File: config.mk
export PLATFORM = sky130hd
export DESIGN_NAME = counter_sequencer
export DESIGN_NICKNAME = d
export VERILOG_FILES = /design/src/rtl/counter_seq_pkg.sv /design/src/rtl/counter_sequencer.sv
export SDC_FILE = /design/constraint.sdc
export NUM_CORES = 1
export LEC_CHECK = 0
export ABC_AREA = 1
export CAP_MARGIN = 20
export CORE_ASPECT_RATIO = 0.6
export CORE_MARGIN = 5
export CORE_UTILIZATION = 45
export CTS_CLUSTER_SIZE = 20
export DETAILED_ROUTE_END_ITERATION = 10
export HOLD_SLACK_MARGIN = 0.02
export PLACE_DENSITY = 0.75
export SETUP_SLACK_MARGIN = 0.02
export SKIP_LAST_GASP = 1
export SYNTH_ARGS = -nofsm -noshare
export SYNTH_HDL_FRONTEND = slang
export SYNTH_SLANG_ARGS = --single-unit
File: constraint.sdc
create_clock -name clk -period 1.65 [get_ports clk]
set_input_delay 0.33 -clock clk [delete_from_list [all_inputs] [get_ports clk]]
set_output_delay 0.33 -clock clk [all_outputs]
set_load 0.005 [all_outputs]
File: src/rtl/counter_seq_pkg.sv
//------------------------------------------------------------------------------
// counter_seq_pkg : opcode and state encodings shared by counter_sequencer
// Revision: 1.0
//------------------------------------------------------------------------------
`default_nettype none

package counter_seq_pkg;

  typedef enum logic [1:0] {
    OP_NOP   = 2'd0,
    OP_LOAD  = 2'd1,
    OP_RUN   = 2'd2,
    OP_CLEAR = 2'd3
  } op_e;

  typedef enum logic [1:0] {
    ST_IDLE = 2'd0,
    ST_LOAD = 2'd1,
    ST_RUN  = 2'd2,
    ST_DONE = 2'd3
  } state_e;

endpackage

`default_nettype wire

File: src/rtl/counter_sequencer.sv
//------------------------------------------------------------------------------
// counter_sequencer : drives load/increment strobes of a downstream counter
//                     from a command port and keeps a shadow of its value.
// Revision: 1.0
//------------------------------------------------------------------------------
`default_nettype none

module counter_sequencer
  import counter_seq_pkg::*;
#(
  parameter int DATA_W = 8
) (
  input  logic              clk,
  input  logic              rst,
  input  logic              cmd_valid,
  output logic              cmd_ready,
  input  logic [1:0]        cmd_op,
  input  logic [DATA_W-1:0] cmd_data,
  output logic              set,
  output logic              ena,
  output logic [DATA_W-1:0] din,
  output logic              busy,
  output logic              done,
  output logic [DATA_W-1:0] exp_count
);

  state_e             state_q, state_d;
  logic [DATA_W-1:0]  rem_q, rem_d;
  logic [DATA_W-1:0]  din_q, din_d;
  logic [DATA_W-1:0]  exp_q, exp_d;
  logic               set_q, set_d;
  logic               ena_q, ena_d;
  logic               done_q, done_d;
  logic               busy_q, busy_d;
  logic               w_accept;

  assign cmd_ready = (state_q == ST_IDLE) && !rst;
  assign w_accept  = cmd_valid && cmd_ready;

  always_comb begin
    state_d = state_q;
    rem_d   = rem_q;
    set_d   = 1'b0;
    ena_d   = 1'b0;
    din_d   = '0;
    done_d  = 1'b0;

    // Shadow follows the strobes currently presented to the downstream counter
    exp_d = exp_q;
    if (set_q) begin
      exp_d = din_q;
    end else if (ena_q) begin
      exp_d = exp_q + DATA_W'(1);
    end

    case (state_q)
      ST_IDLE: begin
        if (w_accept) begin
          case (op_e'(cmd_op))
            OP_LOAD: begin
              state_d = ST_LOAD;
              set_d   = 1'b1;
              din_d   = cmd_data;
            end
            OP_CLEAR: begin
              state_d = ST_LOAD;
              set_d   = 1'b1;
            end
            OP_RUN: begin
              if (cmd_data != '0) begin
                state_d = ST_RUN;
                ena_d   = 1'b1;
                rem_d   = cmd_data;
              end else begin
                state_d = ST_DONE;
                done_d  = 1'b1;
              end
            end
            default: begin
              state_d = ST_DONE;
              done_d  = 1'b1;
            end
          endcase
        end
      end
      ST_LOAD: begin
        state_d = ST_DONE;
        done_d  = 1'b1;
      end
      ST_RUN: begin
        rem_d = rem_q - DATA_W'(1);
        if (rem_q == DATA_W'(1)) begin
          state_d = ST_DONE;
          done_d  = 1'b1;
        end else begin
          ena_d = 1'b1;
        end
      end
      ST_DONE: begin
        state_d = ST_IDLE;
      end
      default: begin
        state_d = ST_IDLE;
      end
    endcase

    busy_d = (state_d != ST_IDLE);
  end

  always_ff @(posedge clk) begin
    if (rst) begin
      state_q <= ST_IDLE;
      rem_q   <= '0;
      din_q   <= '0;
      exp_q   <= '0;
      set_q   <= 1'b0;
      ena_q   <= 1'b0;
      done_q  <= 1'b0;
      busy_q  <= 1'b0;
    end else begin
      state_q <= state_d;
      rem_q   <= rem_d;
      din_q   <= din_d;
      exp_q   <= exp_d;
      set_q   <= set_d;
      ena_q   <= ena_d;
      done_q  <= done_d;
      busy_q  <= busy_d;
    end
  end

  assign set       = set_q;
  assign ena       = ena_q;
  assign din       = din_q;
  assign done      = done_q;
  assign busy      = busy_q;
  assign exp_count = exp_q;

endmodule

`default_nettype wire

# Yosys cells after proc, flatten, opt, wreduce, memory -nomap -nowiden
# Cells that the tools add are included.
[op_classes] n_eq_ne=10 reduce_logical=12 n_mux=22 n_addsub=2 n_bitwise=3
[ops] operator="$mux W8" n=5
[ops] operator="$pmux W8 S2" n=1
[ops] operator="$mux W1" n=9
[ops] operator="$add A8 B1 Y8 const B" n=1
[ops] operator="$eq A2 B2 Y1 const B" n=4
[ops] operator="$eq A8 B1 Y1 const B" n=1
[ops] operator="$pmux W2 S4" n=1
[ops] operator="$reduce_bool A8 Y1" n=1
[ops] operator="$sub A8 B1 Y8 const B" n=1
[ops] operator="$reduce_bool A2 Y1" n=3
[ops] operator="$eq A2 B1 Y1 const B" n=2
[ops] operator="$mux W2" n=2
[ops] operator="$ne A2 B1 Y1 const B" n=2
[ops] operator="$pmux W1 S2" n=2
[ops] operator="$pmux W2 S2" n=1
[ops] operator="$reduce_and A4 Y1" n=1
[ops] operator="$reduce_or A4 Y1" n=1
[ops] operator="$not A1 Y1" n=3
[ops] operator="$pmux W1 S3" n=1
[ops] operator="$reduce_or A3 Y1" n=1
[ops] operator="$logic_and A1 B1 Y1" n=2
[ops] operator="$logic_not A2 Y1" n=1
[ops] operator="$ne A2 B2 Y1 const B" n=1
[ops] operator="$reduce_or A2 Y1" n=1
[ops] operator="$logic_not A1 Y1" n=1
[word_totals] out_inout_bits=21 register_bits=30 in_bits=13 elab_cells=57

# Logic depth before layout (Yosys ltp)
[logic_depth] ltp_word=6 ltp_mapped=10 ltp_nobuf=10

# Least setup slack after synthesis
# No wires, ideal clock.
[synth_path] kind="register -> register" start="register state_q[0]" end="register rem_q[4]" n_path_buf=1 arrival_time_ns=1.426 period_less_slack_ns=1.539 required_time_ns=1.537 setup_slack_ns=0.111 setup_ns=0.113 stages_incl_launch_ff=9 path_cell_list="dfxtp_1 > inv_1 > ha_1 > nand3_4 > a21oi_2 > nand3_2 > buf_6 > nor2_1 > nor2_1"
[synth_via] elab_chain_cells=5 elab_cells_between_ends=10 cone_classes="eq/ne (4); mux (1); reduce/logical (5)"
[synth_lines] element="start: declaration" line_no="counter_sequencer.sv:27" rtl="state_e state_q, state_d;"
[synth_lines] element="start signal: assignment" line_no="counter_sequencer.sv:121" rtl="state_q <= state_d;"
[synth_lines] element="$logic_not A2 Y1" line_no="counter_sequencer.sv:37, counter_sequencer.sv:56"
[synth_lines] element="$logic_and A1 B1 Y1" line_no="counter_sequencer.sv:37" rtl="assign cmd_ready = (state_q == ST_IDLE) && !rst;"
[synth_lines] element="$logic_and A1 B1 Y1" line_no="counter_sequencer.sv:38" rtl="assign w_accept = cmd_valid && cmd_ready;"
[synth_lines] element="$ne A2 B2 Y1 (no line)"
[synth_lines] element="$reduce_and A4 Y1 (no line)"
[synth_lines] element="end signal: assignment" line_no="counter_sequencer.sv:122" rtl="rem_q <= rem_d;"
[synth_lines] element="end: declaration" line_no="counter_sequencer.sv:28" rtl="logic [DATA_W-1:0] rem_q, rem_d;"
# Several ways; a longest one is shown, not always the timed one.
# A chain may end at the register's enable or synchronous reset.

# Worst setup path after layout
[layout_path] start="register exp_q[6] (netlist: exp_count[6])" end="output port exp_count[6]"
[layout_lines] element="start: declaration" line_no="counter_sequencer.sv:30" rtl="logic [DATA_W-1:0] exp_q, exp_d;"
[layout_lines] element="start signal: assignment" line_no="counter_sequencer.sv:124" rtl="exp_q <= exp_d;"
[layout_lines] element="end: declaration" line_no="counter_sequencer.sv:24" rtl="output logic [DATA_W-1:0] exp_count"
# No word-level cell between the ends.

==> impl_metrics.yaml <==
timing:
  whs_ps: 552.0
  timing.final.crit_share: 0.9622
  rsz0062_at_grt: "yes"
  slew_headroom: 0.7672
  setup_ws_ps: 62.43
  fmax_mhz: 629.9
  hold_viol: 0
  worstMarginPinSlew_ps: 347.9
  worst_clock_skew_ps: 6.538
  fin_crit_ps: 1588
  finalMaxSlewViolations: 0
  setup_viol: 0
worst_setup_path:
  cpLargestDelayFamily: "buffers and inverters"
  r2r-start: "state_q[0]$_SDFF_PP0_"
  path_depth: 1
  critPathMaxFanout: 5
  r2r_end: "rem_q[3]$_SDFFE_PP0P_"
  crit_slowest_cell: "clkdlybuf4s50_1"
  r2r_slack_ps: 120
  cp-end-kind: "output pin"
  crit_path_max_incr_delay_ps: 540
  start_kind: "register"
  cp_num_buf_inv: 1
  worstPathCellList: "clkdlybuf4s50_1"
  cp.arrival_ps: 1260
  required_ps: 1320
  crit_type: "register to output pin"
  rr_worst_depth: 9
synthesis:
  synthTopCellsByArea: "dfxtp_1, nand2_1, nor2_1"
  synth_top_family_by_area: "simple AND/OR/NAND/NOR gates"
  synth_compound_area_frac: 0.09469
  async_flop_share: 0
  netlist_instances: 244
  synth_fa_ha_area_frac: 0.06159
  synth_area_sq_um: 1625
  ys_types: 21
  netlist_top_cells_count: "nand2_1, nor2_1, inv_1, dfxtp_1, nand3_1"
  synthMostInstantiatedCell: "nand2_1"
  synth-seq-area-share: 0.3695
  synth_simple_gate_area_frac: 0.3387
  synth_mux_area_frac: 0
  synth_area_per_cell_sq_um: 6.661
  synth_top_area_share: 0.3695
  synth_edf_count: 0
  synth_warnings: 0
  synth_area_leader_cell: "dfxtp_1"
  synth-seq-cells: 30
  synth_nets: 265
  ys.flop_type: "dfxtp_1"
  synth-xor-area-share: 0.03233
finish:
  nNetsFinal: 323
  syn2layout_area_growth_pct: 39.88
  antennaDiodeCount: 0
  drive_gt1_frac: 0.1386
  instances_no_fill: 348
worst_hold_path:
  hold_start: "din[3]$_SDFF_PP0_"
  hold-path-endpoint: "exp_count[3]$_SDFFE_PP0P_"
  min_path_cells: 2
  min_path_type: "register to register"
floorplan:
  start_util: 0.4833
  die_h_microns: 56.55
  die_area_sq_um: 4953
  pin_count: 34
  die_w_microns: 87.59
  coreArea_sq_um: 3363
  std_cell_rows: 16
grt:
  grt_pass1_wl_mm: 7.051
  grt_max_degree: 18
  grtUsageTotal: 0.1839
  antenna_found_initial: 0
  grt_pass1_vias: 1509
  overflow: 0
clocking:
  cts_tree: "done"
  clkTransAtPathRegs_ps: 70
  cts.sinks: 30
  cts_buffers: 5
  htreeDepth: 2
  hold_buffers: 0
  clock_latency_ps: 290
  clk_path_buf_depth: 2
  cts-root-buf: "clkbuf_8"
detailed_routing:
  wl_per_cell_microns: 12.33
  antenna_left: 0
  first_pass_iters: 4
  via_per_inst: 4.925
  vias: 1714
  routed_wl_mm: 4.290
  drc: 0
  drt_iter0_drc: 151
flow_run:
  cap_viol_max_count: 0
place:
  port_buffers: 33
  post-place-ws_ps: -197.8
  place_hpwl_mm: 3.356
  dp.cells: 340
  routabilityCongestion: 0.9239
outcome:
  status: "completed"
pwr:
  power_leakage_nw: 1.117
  powerDensity_nw_per_um2: 1467
  peakVddDrop_mv: 0.9114
  power.total_w: 0.003335
kinds of logic (layout without fill, tap and decap cells):
group | Yosys count | after routing
fa+ha+maj | 8 | 8
xor+xnor | 6 | 6
compound gates | 28 | 28
buf+inv | 40 | 99
flops | 30 | 30
simple gates | 132 | 132
placed cells by master (no fill, tap or decap):
cell,synthesis,routed
clkinvlp_4,0,1
inv_1,34,31
clkbuf_2,0,1
nand2_1,61,60
buf_6,1,2
o21ai_0,14,14
inv_2,1,3
dfxtp_1,30,28
a22oi_1,3,3
dfxtp_2,0,2
nand2_2,0,1
o211ai_1,1,1
nand3_4,1,1
xor2_1,6,6
clkbuf_8,1,6
a21oi_1,9,9
clkdlybuf4s50_1,0,32
a21oi_4,0,1
nor2_1,47,47
buf_12,0,1
ha_2,0,1
buf_4,0,20
clkinv_2,0,1
ha_1,8,7
nand3_1,16,16
clkbuf_1,3,1
nand3b_1,1,1
nor3_1,1,1
nand3_2,1,1
nand4_1,4,4
per-layer routing:
metal,vias up,global-route usage,part of all wire,routed length [microns]
met5,-,0,0,0
li1,875,-,-,-
met2,75,0.2403,0.38,1642
met1,755,0.2746,0.50,2165
met4,0,0.07221,0.018,79
met3,9,0.05409,0.094,402
report_power, final:
group	total, W	internal (W)	switching (W)
registers	0.00102	0.000892	0.000131
clock network	0.000625	0.000336	0.000289
logic	0.00169	0.000699	0.000989
total	0.00334	0.00193	0.00141
flip-flops by register name (all words and copies together) (netlist names):
register,count
set,1
state_q,2
exp_count,8
din,8
busy,1
rem_q,8
done,1
ena,1
layout make-up:
| cell class | count | area, sq um |
|---|---|---|
| fillers | 285 | 1090 |
| flip-flops and latches | 30 | 603.1 |
| well taps | 45 | 56.30 |
| multi-input cells | 174 | 869.6 |
| clock buffers | 7 | 86.33 |
| repair buffers | 56 | 518.0 |
| clock inverters | 1 | 5.005 |
| inverters | 35 | 135.1 |
repair_timing:
action                     CTS  global route
setup endpoints to repair    1            18
setup buffers                0             0
pin swaps                    0             2
resized for setup            2            11
worst max-delay path by stage:
stage	startpoint	end	slack (ps)
2_1_floorplan	state_q[0]$_SDFF_PP0_	rem_q[4]$_SDFFE_PP0P_	110
3_5_place_dp	rst	cmd_ready	-200
3_3_place_gp	rst	cmd_ready	-200
4_1_cts	state_q[0]$_SDFF_PP0_	cmd_ready	30
6_report	exp_count[6]$_SDFFE_PP0P_	exp_count[6]	60
5_1_grt	state_q[0]$_SDFF_PP0_	rem_q[7]$_SDFFE_PP0P_	8
through the flow:
stage,util,cell area (sq um),setup TNS [ps]
floorplan,-,1625,0
global placement,0.6425,2161,-1308
detailed placement,0.6425,2161,-2115
CTS,0.6696,2252,0
global route,0.6760,2273,0
finish,0.6760,2273,0
Power figures use the tool's default switching activity.
